<file path="src/rtl/issueint_sched_pkg.sv">
// Purpose: shared constants for the integer issue queue: default tag/data
//          widths and the ALU opcode/funct codes used by dispatch and the ALU.
// Ports:   none (package).
package issueint_sched_pkg;

  localparam int unsigned DEF_TAG_W  = 6;
  localparam int unsigned DEF_DATA_W = 32;
  localparam int unsigned OPC_W      = 6;

  // ALU opcode/funct codes (MIPS-style funct values, branches use opcode values)
  localparam logic [OPC_W-1:0] OP_ADD = 6'h20;
  localparam logic [OPC_W-1:0] OP_SUB = 6'h22;
  localparam logic [OPC_W-1:0] OP_AND = 6'h24;
  localparam logic [OPC_W-1:0] OP_OR  = 6'h25;
  localparam logic [OPC_W-1:0] OP_SLT = 6'h2a;
  localparam logic [OPC_W-1:0] OP_BEQ = 6'h04;
  localparam logic [OPC_W-1:0] OP_BNE = 6'h05;

endpackage

</file>
<file path="src/rtl/issueint_pick.sv">
// Purpose: lowest-index-first picker over the issue queue ready vector.
//          Purely combinational.
// Ports:   ready_i       - per-entry ready (valid & both operands ready)
//          grant_c_o     - one-hot grant of the oldest ready entry
//          idx_c_o       - binary index of the granted entry
//          any_ready_c_o - at least one entry is ready
module issueint_pick #(
  parameter int unsigned DEPTH = 4,
  parameter int unsigned IDX_W = 2
) (
  input  logic [DEPTH-1:0] ready_i,
  output logic [DEPTH-1:0] grant_c_o,
  output logic [IDX_W-1:0] idx_c_o,
  output logic             any_ready_c_o
);

  // Scan upward; the first ready entry found wins.
  always_comb begin
    logic found;
    grant_c_o     = '0;
    idx_c_o       = '0;
    any_ready_c_o = |ready_i;
    found         = 1'b0;
    for (int i = 0; i < int'(DEPTH); i++) begin
      if (ready_i[i] && !found) begin
        found        = 1'b1;
        grant_c_o[i] = 1'b1;
        idx_c_o      = IDX_W'(i);
      end
    end
  end

endmodule

</file>
<file path="src/rtl/issueint_sched.sv">
// Purpose: integer issue queue + scheduler feeding the single-cycle ALU.
//          Collapsing queue (index 0 oldest), CDB wakeup with dispatch
//          bypass, oldest-ready select, registered issue port.
//          Optional macro ISSUEINT_PERF_CNT_EN adds issue/stall counters.
// Ports:   clk, reset (async, active-low)
//          dispatch_*      - op + tagged operands from dispatch
//          issueint_full   - no free entry, dispatch is dropped
//          cdb_valid/tag/data - result broadcast for wakeup
//          issue_stall     - ALU cannot take an op this cycle
//          flush           - discard all queued and issuing ops
//          issueint_*      - registered issue port to the ALU
//          issueint_issue_cnt/stall_cnt - perf counters (macro only)
module issueint_sched
  import issueint_sched_pkg::*;
#(
  parameter int unsigned DEPTH  = 4,
  parameter int unsigned TAG_W  = DEF_TAG_W,
  parameter int unsigned DATA_W = DEF_DATA_W
) (
  input  logic              clk,
  input  logic              reset,
  input  logic              dispatch_valid,
  input  logic [OPC_W-1:0]  dispatch_opcode,
  input  logic [DATA_W-1:0] dispatch_rsdata,
  input  logic [TAG_W-1:0]  dispatch_rstag,
  input  logic              dispatch_rsready,
  input  logic [DATA_W-1:0] dispatch_rtdata,
  input  logic [TAG_W-1:0]  dispatch_rttag,
  input  logic              dispatch_rtready,
  input  logic [TAG_W-1:0]  dispatch_rdtag,
  output logic              issueint_full,
  input  logic              cdb_valid,
  input  logic [TAG_W-1:0]  cdb_tag,
  input  logic [DATA_W-1:0] cdb_data,
  input  logic              issue_stall,
  input  logic              flush,
  output logic              issueint_ready,
  output logic [OPC_W-1:0]  issueint_opcode,
  output logic [DATA_W-1:0] issueint_rsdata,
  output logic [DATA_W-1:0] issueint_rtdata,
  output logic [TAG_W-1:0]  issueint_rdtag
`ifdef ISSUEINT_PERF_CNT_EN
  ,
  output logic [31:0]       issueint_issue_cnt,
  output logic [31:0]       issueint_stall_cnt
`endif
);

  localparam int unsigned IDX_W = (DEPTH > 1) ? $clog2(DEPTH) : 1;
  localparam int unsigned CNT_W = $clog2(DEPTH + 1);

  typedef struct packed {
    logic              v;
    logic [OPC_W-1:0]  op;
    logic [DATA_W-1:0] rsd;
    logic [TAG_W-1:0]  rst;
    logic              rsr;
    logic [DATA_W-1:0] rtd;
    logic [TAG_W-1:0]  rtt;
    logic              rtr;
    logic [TAG_W-1:0]  rd;
  } entry_t;

  entry_t            ent_q [DEPTH];
  entry_t            ent_d [DEPTH];
  entry_t            wk    [DEPTH];
  entry_t            sh    [DEPTH];
  entry_t            new_ent;
  logic [CNT_W-1:0]  count_q, count_d;
  logic              full_q, full_d;
  logic [DEPTH-1:0]  rdy_vec, grant;
  logic [IDX_W-1:0]  pick_idx;
  logic              any_ready;
  logic              issue_fire, disp_acc;
  logic [CNT_W-1:0]  wr_slot;
  logic [OPC_W-1:0]  sel_op;
  logic [DATA_W-1:0] sel_rsd, sel_rtd;
  logic [TAG_W-1:0]  sel_rd;

  logic              ready_q;
  logic [OPC_W-1:0]  op_q;
  logic [DATA_W-1:0] rsd_q, rtd_q;
  logic [TAG_W-1:0]  rd_q;

  // Select works on registered state only, so this cycle's wakeup is not seen.
  always_comb begin
    rdy_vec = '0;
    for (int i = 0; i < int'(DEPTH); i++) begin
      rdy_vec[i] = ent_q[i].v & ent_q[i].rsr & ent_q[i].rtr;
    end
  end

  issueint_pick #(
    .DEPTH (DEPTH),
    .IDX_W (IDX_W)
  ) u_pick (
    .ready_i       (rdy_vec),
    .grant_c_o     (grant),
    .idx_c_o       (pick_idx),
    .any_ready_c_o (any_ready)
  );

  assign issue_fire = any_ready & ~issue_stall & ~flush;
  assign disp_acc   = dispatch_valid & ~full_q & ~flush;
  // An issue on the same edge frees the slot below the current tail.
  assign wr_slot    = count_q - CNT_W'(issue_fire);

  // Fields of the granted entry for the output registers.
  always_comb begin
    sel_op  = '0;
    sel_rsd = '0;
    sel_rtd = '0;
    sel_rd  = '0;
    for (int i = 0; i < int'(DEPTH); i++) begin
      if (grant[i]) begin
        sel_op  = ent_q[i].op;
        sel_rsd = ent_q[i].rsd;
        sel_rtd = ent_q[i].rtd;
        sel_rd  = ent_q[i].rd;
      end
    end
  end

  // CDB wakeup of queued operands.
  always_comb begin
    for (int i = 0; i < int'(DEPTH); i++) begin
      wk[i] = ent_q[i];
      if (cdb_valid && ent_q[i].v && !ent_q[i].rsr && (ent_q[i].rst == cdb_tag)) begin
        wk[i].rsd = cdb_data;
        wk[i].rsr = 1'b1;
      end
      if (cdb_valid && ent_q[i].v && !ent_q[i].rtr && (ent_q[i].rtt == cdb_tag)) begin
        wk[i].rtd = cdb_data;
        wk[i].rtr = 1'b1;
      end
    end
  end

  // Collapsed view: every entry moved down one index, top slot emptied.
  always_comb begin
    for (int i = 0; i < int'(DEPTH) - 1; i++) begin
      sh[i] = wk[i+1];
    end
    sh[DEPTH-1] = '0;
  end

  // Incoming entry, with same-cycle CDB bypass on unready operands.
  always_comb begin
    new_ent     = '0;
    new_ent.v   = 1'b1;
    new_ent.op  = dispatch_opcode;
    new_ent.rsd = dispatch_rsdata;
    new_ent.rst = dispatch_rstag;
    new_ent.rsr = dispatch_rsready;
    new_ent.rtd = dispatch_rtdata;
    new_ent.rtt = dispatch_rttag;
    new_ent.rtr = dispatch_rtready;
    new_ent.rd  = dispatch_rdtag;
    if (cdb_valid && !dispatch_rsready && (dispatch_rstag == cdb_tag)) begin
      new_ent.rsd = cdb_data;
      new_ent.rsr = 1'b1;
    end
    if (cdb_valid && !dispatch_rtready && (dispatch_rttag == cdb_tag)) begin
      new_ent.rtd = cdb_data;
      new_ent.rtr = 1'b1;
    end
  end

  // Queue next state: wakeup, collapse on issue, dispatch write, flush.
  always_comb begin
    for (int i = 0; i < int'(DEPTH); i++) begin
      ent_d[i] = wk[i];
      if (issue_fire && (IDX_W'(i) >= pick_idx)) begin
        ent_d[i] = sh[i];
      end
      if (disp_acc && (CNT_W'(i) == wr_slot)) begin
        ent_d[i] = new_ent;
      end
      if (flush) begin
        ent_d[i] = '0;
      end
    end
    count_d = flush ? '0 : (count_q - CNT_W'(issue_fire) + CNT_W'(disp_acc));
    full_d  = (count_d == CNT_W'(DEPTH));
  end

  always_ff @(posedge clk or negedge reset) begin
    if (!reset) begin
      for (int i = 0; i < int'(DEPTH); i++) begin
        ent_q[i] <= '0;
      end
      count_q <= '0;
      full_q  <= 1'b0;
    end else begin
      for (int i = 0; i < int'(DEPTH); i++) begin
        ent_q[i] <= ent_d[i];
      end
      count_q <= count_d;
      full_q  <= full_d;
    end
  end

  // Issue port; payload is only meaningful while ready_q is high.
  always_ff @(posedge clk or negedge reset) begin
    if (!reset) begin
      ready_q <= 1'b0;
      op_q    <= '0;
      rsd_q   <= '0;
      rtd_q   <= '0;
      rd_q    <= '0;
    end else begin
      ready_q <= issue_fire;
      if (issue_fire) begin
        op_q  <= sel_op;
        rsd_q <= sel_rsd;
        rtd_q <= sel_rtd;
        rd_q  <= sel_rd;
      end
    end
  end

  assign issueint_full   = full_q;
  assign issueint_ready  = ready_q;
  assign issueint_opcode = op_q;
  assign issueint_rsdata = rsd_q;
  assign issueint_rtdata = rtd_q;
  assign issueint_rdtag  = rd_q;

`ifdef ISSUEINT_PERF_CNT_EN
  logic [31:0] issue_cnt_q, stall_cnt_q;

  // Free-running counters; survive flush, cleared only by reset.
  always_ff @(posedge clk or negedge reset) begin
    if (!reset) begin
      issue_cnt_q <= '0;
      stall_cnt_q <= '0;
    end else begin
      if (issue_fire) begin
        issue_cnt_q <= issue_cnt_q + 32'd1;
      end
      if (any_ready && issue_stall) begin
        stall_cnt_q <= stall_cnt_q + 32'd1;
      end
    end
  end

  assign issueint_issue_cnt = issue_cnt_q;
  assign issueint_stall_cnt = stall_cnt_q;
`endif

endmodule

</file>
<file path="config.mk">
export PLATFORM = sky130hd
export DESIGN_NAME = issueint_sched
export DESIGN_NICKNAME = d
export VERILOG_FILES = /design/src/rtl/issueint_sched_pkg.sv /design/src/rtl/issueint_pick.sv /design/src/rtl/issueint_sched.sv
export SDC_FILE = /design/constraint.sdc
export NUM_CORES = 1
export LEC_CHECK = 0
export BUFFER_PORTS_ARGS = -buffer_cell sky130_fd_sc_hd__buf_2
export CORE_MARGIN = 2
export CORE_UTILIZATION = 39
export DETAILED_ROUTE_END_ITERATION = 12
export HOLD_SLACK_MARGIN = 0.05
export PLACE_DENSITY = 0.58
export SETUP_SLACK_MARGIN = 0.1
export SYNTH_ARGS = -nofsm -noshare
export SYNTH_HDL_FRONTEND = slang
export SYNTH_SLANG_ARGS = --single-unit
</file>
<file path="constraint.sdc">
create_clock -name clk -period 3.47 [get_ports clk]
set_clock_uncertainty 0.2 [all_clocks]
set_input_delay 1.041 -clock clk [delete_from_list [all_inputs] [get_ports clk]]
set_output_delay 1.041 -clock clk [all_outputs]
set_load 0.02 [all_outputs]
</file>
# After elaboration in Yosys (flattened, before gate mapping)
# Cells that the tools add are included.
dict set report totals {
  reg_bits 445
  input_bits 134
  out_inout_bits 78
  word_cells 192
}
dict set report classes {
  add_sub_neg 2
  magnitude_cmp 4
  n_eq_ne 14
  muxes 58
  bitwise 15
  n_reduce_logical 56
}
# op n
set ops {}
lappend ops {{$mux W91} 12}
lappend ops {{$mux W32} 18}
lappend ops {{$eq A6 B6 Y1} 10}
lappend ops {{$mux W6} 8}
lappend ops {{$logic_and A1 B1 Y1} 35}
lappend ops {{$mux W1} 17}
lappend ops {{$logic_not A1 Y1} 13}
lappend ops {{$and A1 B1 Y1} 12}
lappend ops {{$reduce_bool A3 Y1} 4}
lappend ops {{$reduce_bool A4 Y1} 2}
lappend ops {{$eq A2 B3 Y1 const A} 2}
lappend ops {{$ge A1 B2 Y1 const A} 2}
lappend ops {{$ge A2 B2 Y1 const A} 2}
lappend ops {{$mux W2} 2}
lappend ops {{$reduce_or A4 Y1} 1}
lappend ops {{$add A3 B1 Y3} 1}
lappend ops {{$eq A1 B3 Y1 const A} 1}
lappend ops {{$eq A3 B3 Y1 const B} 1}
lappend ops {{$logic_not A3 Y1} 1}
lappend ops {{$mux W3} 1}
lappend ops {{$not A1 Y1} 3}
lappend ops {{$sub A3 B1 Y3} 1}

# Logic depth before layout (Yosys ltp)
dict set report logic_depth {
  ltp_word 17
  mapped_depth 17
  ltp_nobuf 11
}

# Cells and area by module
# Synthesis repeated with hierarchy kept, for this count alone.
dict set report unflattened {
  cells_unflattened 2539
  hier_area_um2 24922.7
}
# mod instances cells_per_inst area_each_um2 seq_area_each_um2
set by_module_without_submodules {}
lappend by_module_without_submodules {issueint_sched 1 2528 24861.3 11135.7}
lappend by_module_without_submodules {issueint_pick 1 11 61.3 0.0}

# Least setup slack after synthesis
# Ideal clock, no wire load.
dict set report synth_path {
  path_type {input port to flip-flop}
  start {input port issue_stall}
  end {register ent_q[64] (netlist name)}
  setup_ns 0.141
  t_arrival_ns 4.021
  t_required_ns 3.129
  path_slack_ns -0.892
  cell_stages 13
  n_path_buf 4
  path_cell_list {or2_2 a21oi_1 clkbuf_1 buf_2 ha_1 ha_1 xor2_1 or3_1 nor3_2 or3_1 buf_4 clkbuf_1 o22ai_1}
}
# item line_no
set synth_lines {}
lappend synth_lines {{start, declared} issueint_sched.sv:35} ;# input logic issue_stall,
lappend synth_lines {{end signal, assigned by index} issueint_sched.sv:196} ;# ent_q[i] <= ent_d[i];
lappend synth_lines {{end, declared} issueint_sched.sv:64} ;# entry_t ent_q [DEPTH];

# Worst setup path in the final report
dict set report layout_path {
  start {register ent_q[279] (netlist name)}
  end {register ent_q[329] (netlist name)}
}
dict set report layout_via {
  elab_chain_len 16
  elab_cells_between_ends 25
  cone_classes {add/sub (1); order compare (1); mux (9); bitwise (3); reduce/logical (11)}
}
# item line_no
set layout_rtl {}
lappend layout_rtl {{$and A1 B1 Y1 *} issueint_sched.sv:89} ;# rdy_vec[i] = ent_q[i].v & ent_q[i].rsr & ent_q[i].rtr;
lappend layout_rtl {{$mux W1} issueint_pick.sv:25} ;# if (ready_i[i] && !found) begin
lappend layout_rtl {{$logic_not A1 Y1} issueint_pick.sv:25}
lappend layout_rtl {{$logic_and A1 B1 Y1} issueint_pick.sv:25}
lappend layout_rtl {{$mux W1} issueint_pick.sv:25}
lappend layout_rtl {{$logic_not A1 Y1} issueint_pick.sv:25}
lappend layout_rtl {{$logic_and A1 B1 Y1} issueint_pick.sv:25}
lappend layout_rtl {{$mux W1} issueint_pick.sv:25}
lappend layout_rtl {{$logic_not A1 Y1} issueint_pick.sv:25}
lappend layout_rtl {{$logic_and A1 B1 Y1} issueint_pick.sv:25}
lappend layout_rtl {{$mux W2} issueint_pick.sv:25}
lappend layout_rtl {{$ge A1 B2 Y1} issueint_sched.sv:173} ;# if (issue_fire && (IDX_W'(i) >= pick_idx)) begin
lappend layout_rtl {{$logic_and A1 B1 Y1} issueint_sched.sv:173}
lappend layout_rtl {{$mux W91} issueint_sched.sv:173}
lappend layout_rtl {{$mux W91} issueint_sched.sv:176} ;# if (disp_acc && (CNT_W'(i) == wr_slot)) begin
lappend layout_rtl {{$mux W91} issueint_sched.sv:179} ;# if (flush) begin
# Every way passes the cells marked *; elsewhere a longest branch is shown, timed or not. The select of a mux whose other input is x is not followed.
# A chain may end at the register's enable or synchronous reset.

==> summary.txt <==
Synthesis
  – Post-synthesis cell count: 2427
  – Post-Syn Nets: 2563
  – Sequential element share of the synthesized area: 0.475
  – Synth top area share: 0.475
  – Fraction of registers with async set/reset: 1.00
  – Yosys cell types: 57
  – Post-Syn Area: 23400 µm²
  – Synth warn: 0
  – Synth top area cells: dfrtp_1 47%, o22ai_1 7.0%, mux2i_1 6.6%
  – Synth Area per Inst: 9.66 µm²
  – Top-count cell post-synth: dfrtp_1
  – Top cells by count, synth: 445 x dfrtp_1, 364 x nor2_1, 261 x o22ai_1
  – Ys flop type: dfrtp_1
  – Post-synth EDFFs: 0
  – Post-synth top area cell: dfrtp_1
  – Flops & latches, synth: 445

CTS
  – CTS sink count: 445
  – CTS Buffer Depth: 3
  – Clk slew on worst S/H paths: 0.06 ns
  – Root buffer cell: clkbuf_16
  – CTS Hold Bufs: 0
  – Num CTS Buffers: 51
  – CTS tree: done
  – Clock Latency Late Sink: 0.62 ns
  – H-tree levels: 2

Timing
  – Setup tns final: 0 ns
  – Min Hold Slack: 0.173 ns
  – Final min period: 3.26 ns
  – Pins Over Slew Limit: 0
  – FMAX: 0.307 GHz
  – Slew of the pin with the lowest slew margin: 1.26 ns
  – Setup violators final: 0
  – Rel. slew slack: 0.160
  – RSZ-0062 raised after global routing: no
  – Final Cycle Share: 0.939
  – Final Hold Fails: 0

Cells and area
  – Nets: 2703
  – Final cell count without fillers: 3384
  – Area grow syn2layout: 19.8%
  – Share of post-route cells with drive strength above 1: 0.199

Floorplan
  – Starting Density: 0.396
  – Die ar.: 62100 µm²
  – IO Count: 212
  – Die W: 249 µm
  – Num rows: 89
  – Placeable core area: 59200 µm²
  – Die H: 249 µm

Route
  – DR iter-0 viols: 2472
  – Via Count: 21900
  – TritonRoute pass-1 iters: 6
  – Post-route ant nets: 0
  – Routed vias/inst: 6.47
  – Total wire length: 90400 µm
  – # DRC: 0
  – Routed len/inst: 26.7 µm

Run
  – Max Cap Viol: 0

Place
  – Number of placed cells counting well taps: 3285
  – PortBufs: 211
  – GPL Wtd Cong: 0.864
  – DP HPWL: 54500 µm

Pwr
  – Total power: 0.0143 W
  – Leakage power: 12.5 nW
  – Gate power share: 0.183
  – Clock network power share: 0.390
  – PD cells: 508 nW/µm²
  – Int Power: 0.00991 W
  – Sw Share: 0.305
  – Switching power: 0.00435 W
  – Sequential Power Share: 0.427
  – Worst vdd ir: 0.000354 V

Global route
  – Residual overflow from global routing: 0
  – Antenna violations before repair: 11
  – Vias in the first global route: 22400
  – Total GRT Usage: 0.284
  – Largest net degree at the start of global routing: 156
  – First-pass GRT wire length: 138000 µm

Critical path
  – Crit. End Element: flop
  – CP startpoint kind: flop
  – Crit Path Max Fanout: 17
  – WP data required: 3.79 ns
  – FF-to-FF path depth: 12
  – WS Path Type: reg -> reg
  – Worst EP arrival: 3.58 ns

Outcome
  – Status: finished, final reports clean

Min path
  – Hold crit path type: in -> async
==> stage by stage <==
stage	utilization	worst slack (ns)	cell area (µm²)
floorplan	-	-0.366	23700
global placement	0.444	-0.208	26300
detailed placement	0.444	-0.269	26300
CTS	0.473	0.125	28000
global route	0.474	0.144	28100
finish	0.474	0.213	28100
==> what timing repair did <==
| item | CTS | global route |
|---|---|---|
| endpoints found under the setup margin | 6 | 50 |
| pin swaps | 0 | 1 |
| buffers inserted | 0 | 1 |
| cloned | 0 | 1 |
| resized for setup | 1 | 5 |
==> state kept, by name (all words and copies together) (netlist names) <==
register	cells
count_q	3
ent_q	364
issueint_full	1
issueint_opcode	6
issueint_rdtag	6
issueint_ready	1
issueint_rsdata	32
issueint_rtdata	32
==> per-layer routing <==
metal | share of wire | vias to the layer above | GRT usage
met5 | 0.0012 | - | 0
met4 | 0.041 | 18 | 0.123
met3 | 0.10 | 280 | 0.0668
met2 | 0.45 | 1303 | 0.440
met1 | 0.41 | 10800 | 0.380
li1 | - | 9487 | -
==> logic make-up (layout without fill, tap and decap cells) <==
logic type,after synthesis,in the layout,synth area share
adder cells (fa/ha/maj),2,2,0.00107
flip-flops,445,445,0.475
buffers and inverters,306,487,0.0572
XOR/XNOR,63,63,0.0235
other,0,2,0
AND/OR/NAND/NOR,620,620,0.113
multiplexers,155,155,0.0662
AO/OA/AOI/OAI,836,837,0.264
==> power by group through the flow <==
| stage | registers, W | clock network (W) | logic (W) |
|---|---|---|---|
| 2_1_floorplan | 0.00654 | 0 | 0.00109 |
| 3_3_place_gp | 0.00616 | 0 | 0.00256 |
| 3_5_place_dp | 0.00618 | 0 | 0.00260 |
| 4_1_cts | 0.00609 | 0.00563 | 0.00261 |
| 5_1_grt | 0.00616 | 0.00585 | 0.00281 |
| 6_report | 0.00609 | 0.00556 | 0.00261 |
==> layout by cell type, fill, tap and decap left out, types with 4 or more instances in the layout <==
cell       instances
dfrtp_1          444
nor2_1           363
o22ai_1          260
buf_2            210
mux2i_1          152
nand2_1          148
o221ai_1          96
buf_4             90
a21oi_1           77
a22oi_1           76
a221oi_1          76
buf_12            56
clkbuf_16         52
a311oi_1          49
xnor2_1           39
o21ai_0           38
inv_1             35
or3_1             35
o22a_1            32
o32ai_1           32
o31ai_2           30
a211oi_1          25
a22o_1            24
xor2_1            23
clkinv_2          13
clkbuf_8          13
nor3_1            10
clkbuf_1          10
nand3b_1           6
nor4_1             6
nand4_1            6
o21ai_4            5
nand3_1            4
or2_2              4
nor2b_1            4
==> critical path, cell delays in order (launching register included) <==
cell and delay [ns]:
dfrtp_2 0.45, and3_4 0.19, nor3_4 0.28, a21oi_4 0.11, ha_4 0.17, ha_4 0.15, xor2_2 0.15, or4_4 0.60
a31o_4 0.28, o21ai_4 0.10, buf_12 0.21, nor2_1 0.06, o31ai_2 0.21
==> final cells by class <==
cell class | instances | area (µm²)
fill | 5552 | 31200
multi-input combinational | 1677 | 11300
sequential | 445 | 11100
timing repair buffer | 357 | 2860
clock buffer | 75 | 1520
tap | 773 | 967
clock inverter | 20 | 195
inverter | 35 | 131
antenna | 2 | 5.00
==> path summary, 6_finish.rpt <==
path	startpoint	to	slack, ns
max in group asynchronous	reset	ent_q[107]$_DFF_PN0_	2.00
worst max register to register	ent_q[279]$_DFFE_PN0P_	ent_q[329]$_DFFE_PN0P_	0.21
worst min-delay path	reset	issueint_rsdata[22]$_DFFE_PN0P_	0.17
min in group clk	ent_q[348]$_DFFE_PN0P_	ent_q[348]$_DFFE_PN0P_	0.28
worst max-delay path	ent_q[279]$_DFFE_PN0P_	ent_q[329]$_DFFE_PN0P_	0.21
worst min register to register	ent_q[348]$_DFFE_PN0P_	ent_q[348]$_DFFE_PN0P_	0.28
Note: power is estimated with default switching activity, not from simulation.
